===== config.mk =====
export PLATFORM = sky130hd
export DESIGN_NAME = bootram_bus_bridge
export DESIGN_NICKNAME = d
export VERILOG_FILES = /design/src/rtl/bootram_bus_bridge.sv
export SDC_FILE = /design/constraint.sdc
export NUM_CORES = 1
export LEC_CHECK = 0
export BUFFER_PORTS_ARGS = -buffer_cell sky130_fd_sc_hd__clkbuf_2
export CAP_MARGIN = 10
export CELL_PAD_IN_SITES_DETAIL_PLACEMENT = 0
export CELL_PAD_IN_SITES_GLOBAL_PLACEMENT = 1
export CORE_UTILIZATION = 39
export DETAILED_ROUTE_END_ITERATION = 12
export PLACE_DENSITY_LB_ADDON = 0.1
export SLEW_MARGIN = 20
export SYNTH_ARGS = -nofsm -noshare
export SYNTH_HDL_FRONTEND = slang
export SYNTH_SLANG_ARGS = --single-unit

===== constraint.sdc =====
create_clock -name clk -period 3.08 [get_ports clk]
set_clock_uncertainty 0.2 [all_clocks]
set_input_delay 0.616 -clock clk [delete_from_list [all_inputs] [get_ports clk]]
set_output_delay 0.616 -clock clk [all_outputs]
set_load 0.02 [all_outputs]

===== src/rtl/bootram_bus_bridge.sv =====
`timescale 1ns/1ps
`default_nettype none
// ============================================================================
// Module      : bootram_bus_bridge
// Description : Bridges a 32-bit CPU native bus (valid/ready) onto a single-
//               port x8 boot RAM. Each request is serialised into four byte
//               accesses (lanes 0..3), followed by one tail cycle to collect
//               the last read byte and one acknowledge cycle.
// Ports       : clk, reset       - clock, asynchronous active-high reset
//               mem_valid/ready  - CPU request / one-cycle completion strobe
//               mem_addr         - byte address (bits [ADDR_W-1:2] used)
//               mem_wdata/wstrb  - write data / byte enables (0 = read)
//               mem_rdata        - read data, valid while mem_ready=1
//               ram_ce/oce/wre   - RAM clock, output and write enables
//               ram_reset        - RAM output-register reset (mirrors reset)
//               ram_ad/din/dout  - RAM byte address, write data, read data
// Revision    : 1.0 - initial release
// ============================================================================
module bootram_bus_bridge #(
    parameter int ADDR_W       = 11,
    parameter int ENABLE_WRITE = 1
) (
    input  logic              clk,
    input  logic              reset,
    input  logic              mem_valid,
    output logic              mem_ready,
    input  logic [31:0]       mem_addr,
    input  logic [31:0]       mem_wdata,
    input  logic [3:0]        mem_wstrb,
    output logic [31:0]       mem_rdata,
    output logic              ram_ce,
    output logic              ram_oce,
    output logic              ram_wre,
    output logic              ram_reset,
    output logic [ADDR_W-1:0] ram_ad,
    output logic [7:0]        ram_din,
    input  logic [7:0]        ram_dout
);

    localparam logic c_wr_en = (ENABLE_WRITE != 0);

    typedef enum logic [1:0] {
        S_IDLE = 2'd0,
        S_RUN  = 2'd1,
        S_TAIL = 2'd2,
        S_ACK  = 2'd3
    } state_t;

    state_t            r_state;
    logic [1:0]        r_lane;
    logic [ADDR_W-3:0] r_word;
    logic [31:0]       r_wdata;
    logic [3:0]        r_wstrb;
    logic [31:0]       r_rdata;
    logic              r_ready;

    logic              w_is_read;
    logic              w_run;
    logic [1:0]        w_prev_lane;
    logic              w_unused_addr_bits;

    assign w_is_read   = (r_wstrb == 4'b0000);
    assign w_run       = (r_state == S_RUN);
    // RAM output lags the address by one edge, so the byte arriving while
    // in lane k belongs to lane k-1.
    assign w_prev_lane = r_lane - 2'd1;
    assign w_unused_addr_bits = ^{mem_addr[31:ADDR_W], mem_addr[1:0]};

    always_ff @(posedge clk or posedge reset) begin
        if (reset) begin
            r_state <= S_IDLE;
            r_lane  <= 2'd0;
            r_word  <= '0;
            r_wdata <= 32'd0;
            r_wstrb <= 4'd0;
            r_rdata <= 32'd0;
            r_ready <= 1'b0;
        end else begin
            case (r_state)
                S_IDLE: begin
                    r_ready <= 1'b0;
                    if (mem_valid) begin
                        r_word  <= mem_addr[ADDR_W-1:2];
                        r_wdata <= mem_wdata;
                        r_wstrb <= mem_wstrb;
                        r_lane  <= 2'd0;
                        r_state <= S_RUN;
                    end
                end
                S_RUN: begin
                    r_lane <= r_lane + 2'd1;
                    if (w_is_read && (r_lane != 2'd0)) begin
                        r_rdata[{w_prev_lane, 3'b000} +: 8] <= ram_dout;
                    end
                    if (r_lane == 2'd3) begin
                        r_state <= S_TAIL;
                    end
                end
                S_TAIL: begin
                    if (w_is_read) begin
                        r_rdata[31:24] <= ram_dout;
                    end
                    r_ready <= 1'b1;
                    r_state <= S_ACK;
                end
                S_ACK: begin
                    r_ready <= 1'b0;
                    r_state <= S_IDLE;
                end
                default: begin
                    r_ready <= 1'b0;
                    r_state <= S_IDLE;
                end
            endcase
        end
    end

    // RAM controls decode directly from state so an asynchronous reset
    // drops them without waiting for a clock edge.
    assign ram_ce    = w_run;
    assign ram_oce   = w_run;
    assign ram_wre   = w_run & r_wstrb[r_lane] & c_wr_en;
    assign ram_ad    = {r_word, r_lane};
    assign ram_din   = r_wdata[{r_lane, 3'b000} +: 8];
    assign ram_reset = reset;

    assign mem_ready = r_ready;
    assign mem_rdata = r_rdata;

endmodule
`default_nettype wire

======== Word level (Yosys, flattened, before mapping) ========
Cells that the tools add are included.
storage, ports and cells
  register bits ........................... 82
  input bits .............................. 79
  output and inout bits ................... 56
  logic and storage cells ................. 49
operators by class
  add/sub/neg operators ................... 3
  order comparisons ....................... 1
  equality and inequality tests ........... 8
  shift operators ......................... 3
  muxes and demuxes ....................... 12
  bitwise operators ....................... 1
  reduce and logical (&&, ||, !) cells .... 13
operators by type and width
  kind                                                  count
  bitwise mux 32 bit                                    1
  two-way mux 32 bit                                    1
  variable shift 8 x 7 -> 32 bit, first input constant  1
  variable part select 32 x 6 -> 8 bit                  1
  variable part select 8 x 7 -> 32 bit                  1
  case mux 8 bit (2 select lines)                       1
  two-way mux 8 bit                                     1
  case mux 2 bit (4 select lines)                       1
  AND reduction 2 bit                                   4
  nonzero test 2 bit                                    4
  negation 5 -> 7 bit                                   1
  equality test 2 bit, second input constant            3
  two-way mux 2 bit                                     3
  logical NOT 4 bit                                     1
  != test 2 x 1 -> 1 bit, second input constant         2
  != test 2 bit, second input constant                  2
  case mux 2 bit (2 select lines)                       1
  < comparator 2 x 3 -> 1 bit, second input constant    1
  AND reduction 3 bit                                   1
  adder 2 x 1 -> 2 bit, second input constant           1
  binary-select mux 1 bit (select 2 bit)                1
  equality test 2 x 1 -> 1 bit, second input constant   1
  logical NOT 2 bit                                     1
  case mux 1 bit (2 select lines)                       1
  other kinds (5)                                       5

======== Depth between registers and ports, before layout ========
Gate-level depths: netlist of run 1.
  depth after elaboration ................. 6
  gate-level depth with buffers ........... 8
  gate-level depth less buffers ........... 5

======== Worst setup path after synthesis of run 1 ========
No wires, ideal clock.
  path type ............................... flip-flop to output port
  start point ............................. register r_lane[0]
  end point ............................... output ram_din[3]
  data arrival time ....................... 1.493 ns
  data required time ...................... 2.264 ns
  setup slack ............................. 0.771 ns
  stages on the path, launching flop included .. 4
  buffers on the path ..................... 2
  path through ............................ dfrtp_1 > buf_2 > buf_4 > mux4_2
on the way
  cells in the longest elaborated chain, start to end .. 1
RTL lines
  what                                  line  RTL
  from (decl)                           50    logic [1:0] r_lane;
  from (signal assigned)                91    r_lane <= r_lane + 2'd1;
  variable part select 32 x 6 -> 8 bit  124   assign ram_din = r_wdata[{r_lane, 3'b000} +: 8];
  to (decl)                             36    output logic [7:0] ram_din,
Every way passes these cells.

======== Worst setup path in the final report of run 1 ========
  start point ............................. register r_lane[0]
  end point ............................... output ram_din[1]
The elaborated chain is that of the path after synthesis.

==> results of run 1 <==
[synth_stat cells, types with 2 or more instances]
cell type   n
nand3_1     2
mux2i_1    26
buf_2       9
inv_1      30
nor3b_2     2
nand2_1    27
buf_4       3
nand3_2     3
dfrtp_1    82
mux2_2     47
a32o_1      8
nand2b_1    2
mux4_2      8
ha_1       10
[layout make-up]
class | instances | area (um2)
Multi-Input combinational cell | 147 | 1480
Sequential cell | 82 | 2050
Inverter | 30 | 114
Clock inverter | 4 | 26.3
Timing Repair Buffer | 116 | 618
Tap cell | 129 | 161
Clock buffer | 12 | 155
Fill cell | 891 | 4630
[routing by layer]
layer | up-vias | share of wire | global-route usage
met5 | - | 0 | 0
met4 | 0 | 0.015 | 0.0645
met3 | 9 | 0.056 | 0.0541
met2 | 67 | 0.50 | 0.263
met1 | 1192 | 0.43 | 0.203
li1 | 1162 | - | -
[worst max path at each step]
stage / startpoint / endpoint / slack, ns / cells past startpoint
after CTS: r_lane[0]$_DFFE_PP0P_ / ram_din[1] / 0.16 / 2
after global placement: r_lane[0]$_DFFE_PP0P_ / mem_rdata[21]$_DFFE_PP0P_ / 0.58 / 5
after floorplan: reset / mem_rdata[0]$_DFFE_PP0P_ / 0.16 / 1
final: r_lane[0]$_DFFE_PP0P_ / ram_din[1] / 0.24 / 2
after detailed placement: r_lane[0]$_DFFE_PP0P_ / mem_rdata[21]$_DFFE_PP0P_ / 0.51 / 5
after global routing: r_lane[0]$_DFFE_PP0P_ / ram_din[2] / 0.08 / 2
[worst register-to-register path: cells and delay by family (launching register included)]
kind / cells / cell delay [ns]
flip-flops: 1 / 0.89
adder cells (fa/ha/maj): 1 / 0.40
buffers and inverters: 1 / 0.16
AND/OR/NAND/NOR: 2 / 0.63
multiplexers: 1 / 0.14
[logic make-up after synthesis]
kind of cell	after synthesis	synth area share
mux	82	0.268
flops	82	0.552
buf+inv	43	0.0495
simple gates	43	0.0650
compound gates	12	0.0313
fa+ha+maj	10	0.0337
[per-stage QoR]
stage | power [mW] | utilization | setup WS, ns
floorplan | 3.31 | - | 0.156
finish | 4.57 | 0.499 | 0.245
CTS | 4.65 | 0.499 | 0.162
global placement | 3.86 | 0.479 | 0.576
global route | 4.90 | 0.499 | 0.0817
detailed placement | 3.92 | 0.479 | 0.507
[state kept, by name, summed over array words and instances, names as in the netlist]
| signal | cells |
|---|---|
| mem_rdata | 32 |
| mem_ready | 1 |
| r_wdata | 32 |
| r_wstrb | 4 |
| r_state | 2 |
| r_lane | 2 |
| r_word | 9 |
[where the power goes]
part           total [mW]  switching, mW  internal, mW
Sequential           1.82          0.301          1.52
Combinational        2.02           1.07         0.955
Clock               0.726          0.390         0.336
[cell usage in the layout (no fill, tap or decap), drive strengths merged, types with 2 or more instances in the layout]
| cell | synthesis | routed |
|---|---|---|
| mux4 | 9 | 9 |
| nand2b | 2 | 2 |
| clkinv | 0 | 4 |
| nand3 | 5 | 5 |
| a32o | 8 | 8 |
| mux2i | 26 | 26 |
| inv | 30 | 29 |
| dfrtp | 82 | 82 |
| mux2 | 47 | 47 |
| clkbuf | 0 | 123 |
| buf | 13 | 5 |
| ha | 10 | 10 |
| nor3b | 2 | 2 |
| nand2 | 27 | 27 |
==> results_dict.tcl, run 1 <==
set metrics [dict create \
    firstDrtPassIters 4 \
    hold_slack_ns 0.159 \
    synthCells 272 \
    place.gp.congestion 0.758 \
    async_flop_share 1.00 \
    grt_first_pass_wirelength_um 12200 \
    dpl.cell_count 504 \
    required_ns 2.26 \
    via_per_inst 4.67 \
    setup_viol 0 \
    critical_path.top_delay_family "flip-flops" \
    synth_flop_cell "dfrtp_1" \
    clk_pin_slew_worst_paths_ns 0.08 \
    antenna_found_initial 0 \
    finalNonFillerCells 520 \
    crit_chain "mux4_2, clkbuf_2" \
    pin_count 135 \
    dpl-instance-area_um2 4430 \
    finalSetupTns_ns 0 \
    seq_area_frac_synth 0.552 \
    reg2reg_depth 5 \
    netlist_area_um2 3710 \
    grt_max_degree 42 \
    synth_area_leaders "dfrtp_1, mux2_2, mux2i_1" \
    yosysWarnings 0 \
    postCtsResizedCells 0 \
    leakage_nw 2.38 \
    area_delta_synth_final_pct 24.0 \
    r2r-start "r_lane[0]$_DFFE_PP0P_" \
    critical_path_class "flip-flop to output pin" \
    startpoint_type "flip-flop" \
    wire_per_inst_um 14.4 \
    post_cts_buffers 0 \
    rrSetupSlack_ns 0.59 \
    tightest_slew_ns 0.829 \
    crit_path_max_incr_delay_ns 0.89 \
    gr-total-overflow 0 \
    dp_hpwl_um 5480 \
    grt_util_all_layers 0.163 \
    hold_path.class "primary input to async pin" \
    nets 475 \
    wirelength_um 7510 \
    report.final.slew_viol_count 0 \
    drt_iter0_markers 75 \
    design.core.area_um2 9240 \
    status "finished clean" \
    slew_headroom 0.448 \
    cp_slowest_cell "dfrtp_1" \
    port_buffers 111 \
    grt_setup_unrepaired "false" \
    design_area_um2 4610 \
    critPathCaptureType "output pin" \
    ctsHoldBuffers 0 \
    synth_top_cell_by_area "dfrtp_1" \
    die_area_um2 9920 \
    die_w_um 99.6 \
    htreeDepth 3 \
    fmax_mhz 353 \
    drive_gt1_frac 0.499 \
    critical_path_buf_inv_count 1 \
    synth_edf_count 0 \
    root_buffer "clkbuf_8" \
    tritoncts "done" \
    cts.sinks 82 \
    grt_pass1_vias 2386 \
    ir_drop_mv 0.394 \
    synth_seq_cells 82 \
    fin_crit_sh 0.921 \
    ant_nets 0 \
    yosys.cell_types.count 27 \
    cp_max_fo 16 \
    arrival_ns 2.02 \
    synth_top_area_frac 0.552 \
    min_period_ns 2.84 \
    rows 35 \
    synth.avg_cell_area_um2 13.7 \
    syn-num-nets 361 \
    reg2reg_to "mem_rdata[21]$_DFFE_PP0P_" \
    num_antenna_cells 0 \
    clk_latency_ns 0.35 \
    die_h_um 99.6 \
    timing.max_cap.violations 0 \
    drc_errors 0 \
    clk_path_buf_depth 2 \
    cts_buffers 9 \
    initial_core_util 0.402 \
    hold_viol_final 0 \
    power.density_nw_per_um2 992 \
    vias 2430 \
]
(Power assumes the default switching activity.)
==> run 2, diff against run 1 <==
CORE_MARGIN = 8   (was default)
RECOVER_POWER = 50   (was default)
==> results_dict.tcl, run 2 (synthesis results as in run 1) <==
set metrics [dict create \
    nets 474 \
    dp_hpwl_um 6250 \
    tritoncts "done" \
    fmax_mhz 356 \
    r2r-start "r_lane[0]$_DFFE_PP0P_" \
    ctsHoldBuffers 0 \
    port_buffers 111 \
    die_h_um 114 \
    min_period_ns 2.81 \
    finalSetupTns_ns 0 \
    critical_path_class "flip-flop to output pin" \
    via_per_inst 4.73 \
    clk_path_buf_depth 2 \
    grt_setup_unrepaired "false" \
    critical_path_buf_inv_count 1 \
    holdPathEnd "r_word[4]$_DFFE_PP0P_" \
    grt_first_pass_wirelength_um 13500 \
    vias 2457 \
    crit_path_max_incr_delay_ns 0.88 \
    ir_drop_mv 0.445 \
    utilization 0.498 \
    drive_gt1_frac 0.423 \
    cts_buffers 9 \
    worstHoldStart "mem_addr[6]" \
    reg2reg_to "mem_rdata[6]$_DFFE_PP0P_" \
    cp_max_fo 16 \
    wire_per_inst_um 16.2 \
    layout_commonest_cell "clkbuf_2" \
    crit_chain "mux4_2, clkbuf_2" \
    reg2reg_depth 5 \
    htreeDepth 3 \
    clk_latency_ns 0.34 \
    post_cts_buffers 0 \
    n_fill_cell 881 \
    status "finished with violations" \
    drt_iter0_markers 51 \
    fin_crit_sh 0.912 \
    report.final.slew_viol_count 36 \
    violations "capacitance limit, slew limit" \
    root_buffer "clkbuf_8" \
    cts.sinks 82 \
    grt_max_degree 48 \
    ant_nets 0 \
    place.gp.congestion 0.709 \
    leakage_nw 2.29 \
    pin_count 135 \
    power.density_nw_per_um2 1020 \
    hold_viol_final 0 \
    num_antenna_cells 0 \
    setup_viol 0 \
    critPathCaptureType "output pin" \
    gr-total-overflow 0 \
    grt_pass1_vias 2682 \
    startpoint_type "flip-flop" \
    grt_util_all_layers 0.134 \
    hold_depth 2 \
    layout_common_cells "clkbuf_2, dfrtp_1, mux2_2, clkbuf_1, inv_1" \
    wirelength_um 8390 \
    required_ns 2.26 \
    firstDrtPassIters 4 \
    critical_path.top_delay_family "flip-flops" \
    hold_path.class "primary input to flip-flop" \
    slew_headroom -0.137 \
    timing.max_cap.violations 1 \
    drc_errors 0 \
    rows 35 \
    tightest_slew_ns 1.70 \
    initial_core_util 0.402 \
    die_w_um 114 \
    area_delta_synth_final_pct 23.9 \
    rrSetupSlack_ns 0.63 \
    postCtsResizedCells 0 \
    design.core.area_um2 9240 \
    cp.depth 2 \
    antenna_found_initial 0 \
    arrival_ns 1.99 \
    cp_slowest_cell "dfrtp_1" \
    die_area_um2 12900 \
    clk_pin_slew_worst_paths_ns 0.08 \
]
==> run 2: cell count changes in the layout (fill, tap and decap cells not counted), sizes merged <==
cell      delta
bufinv       +2
buf          -1
clkinv       -4
clkinvlp     +2
==> run 2: worst max path at each step <==
stage	start	end
2_1_floorplan	reset	mem_rdata[0]$_DFFE_PP0P_
3_3_place_gp	r_lane[0]$_DFFE_PP0P_	mem_rdata[11]$_DFFE_PP0P_
3_5_place_dp	r_lane[0]$_DFFE_PP0P_	mem_rdata[22]$_DFFE_PP0P_
4_1_cts	r_lane[0]$_DFFE_PP0P_	ram_din[5]
5_1_grt	r_lane[0]$_DFFE_PP0P_	ram_din[1]
6_report	r_lane[0]$_DFFE_PP0P_	ram_din[1]
==> run 2: cell type report <==
class | count | area (um2) | area share
Sequential cell | 82 | 2050 | 0.446
Multi-Input combinational cell | 147 | 1480 | 0.322
Timing Repair Buffer | 115 | 576 | 0.125
Tap cell | 129 | 161 | 0.0351
Clock buffer | 12 | 145 | 0.0315
Inverter | 30 | 114 | 0.0247
Clock inverter | 4 | 75.1 | 0.0163
==> run 2: power by group <==
part	total (mW)	internal (mW)	switching, mW
combinational	2.02	0.924	1.10
sequential	1.81	1.52	0.290
clock	0.857	0.480	0.377
==> run 2: worst register-to-register path: stages, from the launching register on <==
cell and delay, ns:
dfrtp_1 0.88, inv_1 0.15, ha_1 0.28, nor2b_1 0.28, nand3_2 0.31, mux2i_1 0.27
==> run 2: per-layer routing <==
metal	routed length, um	track usage	vias to the layer above
met5	0	0	-
li1	-	-	1158
met4	119	0.0506	0
met3	544	0.0433	10
met1	3630	0.158	1218
met2	4100	0.221	71
==> run 2: through the flow <==
step                instances  setup WS [ns]  hold WS [ns]  cell area (um2)  power, mW
CTS                       519          0.163         0.148             4640       4.83
finish                    519          0.271         0.297             4600       4.69
floorplan                 272          0.156         0.274             3710       3.31
global route              519          0.109         0.271             4600       5.03
detailed placement        503          0.544         0.291             4420       3.95
global placement          503          0.568         0.285             4420       3.89
==> run 3, diff against run 2 <==
ABC_AREA = 1   (was default)
CORE_ASPECT_RATIO = 0.9   (was default)
CORE_UTILIZATION = 38   (was 39)
==> results_dict.tcl, run 3 <==
set metrics [dict create \
    startpoint_type "flip-flop" \
    firstDrtPassIters 4 \
    vias 2834 \
    hold_viol_final 0 \
    cp_max_fo 15 \
    ir_drop_mv 0.460 \
    leakage_nw 2.27 \
    die_area_um2 13600 \
    timing.max_cap.violations 1 \
    arrival_ns 1.70 \
    async_flop_share 1.00 \
    drc_errors 0 \
    die_h_um 112 \
    report.final.slew_viol_count 83 \
    clk_path_buf_depth 2 \
    design.core.area_um2 10100 \
    wire_per_inst_um 15.6 \
    area_delta_synth_final_pct 23.6 \
    root_buffer "clkbuf_16" \
    met3WireLength_um 577 \
    required_ns 2.26 \
    pin_count 135 \
    grt_pass1_vias 3003 \
    die_w_um 122 \
    gr-total-overflow 0 \
    layout_commonest_cell "clkbuf_2" \
    htreeDepth 3 \
    ant_nets 0 \
    critPathCaptureType "output pin" \
    hold_path.class "flip-flop to flip-flop" \
    drive_gt1_frac 0.412 \
    tritoncts "done" \
    cts.sinks 82 \
    grt_setup_unrepaired "false" \
    hold_slack_ns 0.269 \
    violations "capacitance limit, slew limit" \
    clk_pin_slew_worst_paths_ns 0.06 \
    dp_hpwl_um 6840 \
    synth_top_area_frac 0.532 \
    num_antenna_cells 0 \
    post_cts_buffers 0 \
    layout_common_cells "clkbuf_2, dfrtp_1, nand2_1, mux2_2, nor2_1" \
    synth_edf_count 0 \
    tightest_slew_ns 2.03 \
    grt_util_all_layers 0.142 \
    drt_iter0_markers 118 \
    nets 553 \
    fmax_mhz 398 \
    seq_area_frac_synth 0.532 \
    cts_buffers 9 \
    power.density_nw_per_um2 1160 \
    postCtsResizedCells 0 \
    grt_first_pass_wirelength_um 15200 \
    grt_max_degree 83 \
    slew_headroom -0.355 \
    yosys.cell_types.count 27 \
    synth_top_cell_by_area "dfrtp_1" \
    min_period_ns 2.52 \
    syn-num-nets 444 \
    rows 35 \
    critical_path_class "flip-flop to output pin" \
    yosysWarnings 0 \
    via_per_inst 4.74 \
    wl_met2_um 4490 \
    synth_area_leaders "dfrtp_1, mux2_2, nand2_1" \
    top_layer_used "met4" \
    met1Wirelength_um 4200 \
    clk_latency_ns 0.33 \
    setup_viol 0 \
    netlist_top_cells_count "dfrtp_1, nand2_1, mux2_2" \
    initial_core_util 0.383 \
    synth_seq_cells 82 \
    synth.most_common_cell "dfrtp_1" \
    synth.avg_cell_area_um2 10.9 \
    utilization 0.474 \
    status "finished with violations" \
    netlist_area_um2 3860 \
    port_buffers 111 \
    synthCells 355 \
    ctsHoldBuffers 0 \
    synth_flop_cell "dfrtp_1" \
    place.gp.congestion 0.776 \
    wirelength_um 9360 \
    finalSetupTns_ns 0 \
    fin_crit_sh 0.817 \
    antenna_found_initial 0 \
]
[run 3: cells by family after synthesis]
kind of cell | synth area share
buffers and inverters | 0.0532
AOI/OAI and AO/OA | 0.106
DFF | 0.532
adders and majority gates | 0.0324
muxes | 0.131
and+or+nand+nor | 0.145
[run 3: stage by stage]
step           cells  setup WS, ns  power [mW]  area [um2]
2_1_floorplan    355         0.156        3.75        3860
3_3_place_gp     582         0.893        4.49        4520
3_5_place_dp     582         0.848        4.55        4520
4_1_cts          598         0.542        5.65        4820
5_1_grt          598         0.215        5.92        4770
6_report         598         0.565        5.51        4770
[run 3: metal layers]
metal  vias up  GRT usage
li1       1404          -
met1      1352      0.175
met2        71      0.229
met3         7     0.0405
met4         0     0.0536
met5         -          0
[run 3: worst max-delay path, stage by stage (launching register included)]
cell	delay, ns
dfrtp_1	0.37
inv_1	0.21
buf_4	0.26
o21ai_0	0.10
o22ai_1	0.21
clkbuf_2	0.22
[run 3: power by group]
group | internal (mW) | switching [mW]
Sequential | 1.60 | 0.275
Clock | 0.633 | 0.446
Combinational | 0.942 | 1.62
[run 3: worst paths after layout]
kind | from | end | slack, ns | depth (start not counted)
max | r_lane[0]$_DFFE_PP0P_ | ram_din[2] | 0.56 | 5
min | mem_rdata[28]$_DFFE_PP0P_ | mem_rdata[28]$_DFFE_PP0P_ | 0.27 | 2
max reg2reg | r_lane[0]$_DFFE_PP0P_ | mem_rdata[19]$_DFFE_PP0P_ | 0.88 | 6
min reg2reg | mem_rdata[28]$_DFFE_PP0P_ | mem_rdata[28]$_DFFE_PP0P_ | 0.27 | 2
max in group asynchronous | reset | mem_rdata[2]$_DFFE_PP0P_ | 0.67 | 3
min in group asynchronous | reset | mem_rdata[25]$_DFFE_PP0P_ | 0.83 | 3
[run 3: layout make-up]
type                       instances  area (um2)
inverter                          20        77.6
sequential                        82        2050
clock buffer                       9         225
fill                             986        5300
timing repair buffer             117         578
tap                              129         161
multi-input combinational        234        1600
clock inverter                     7        76.3
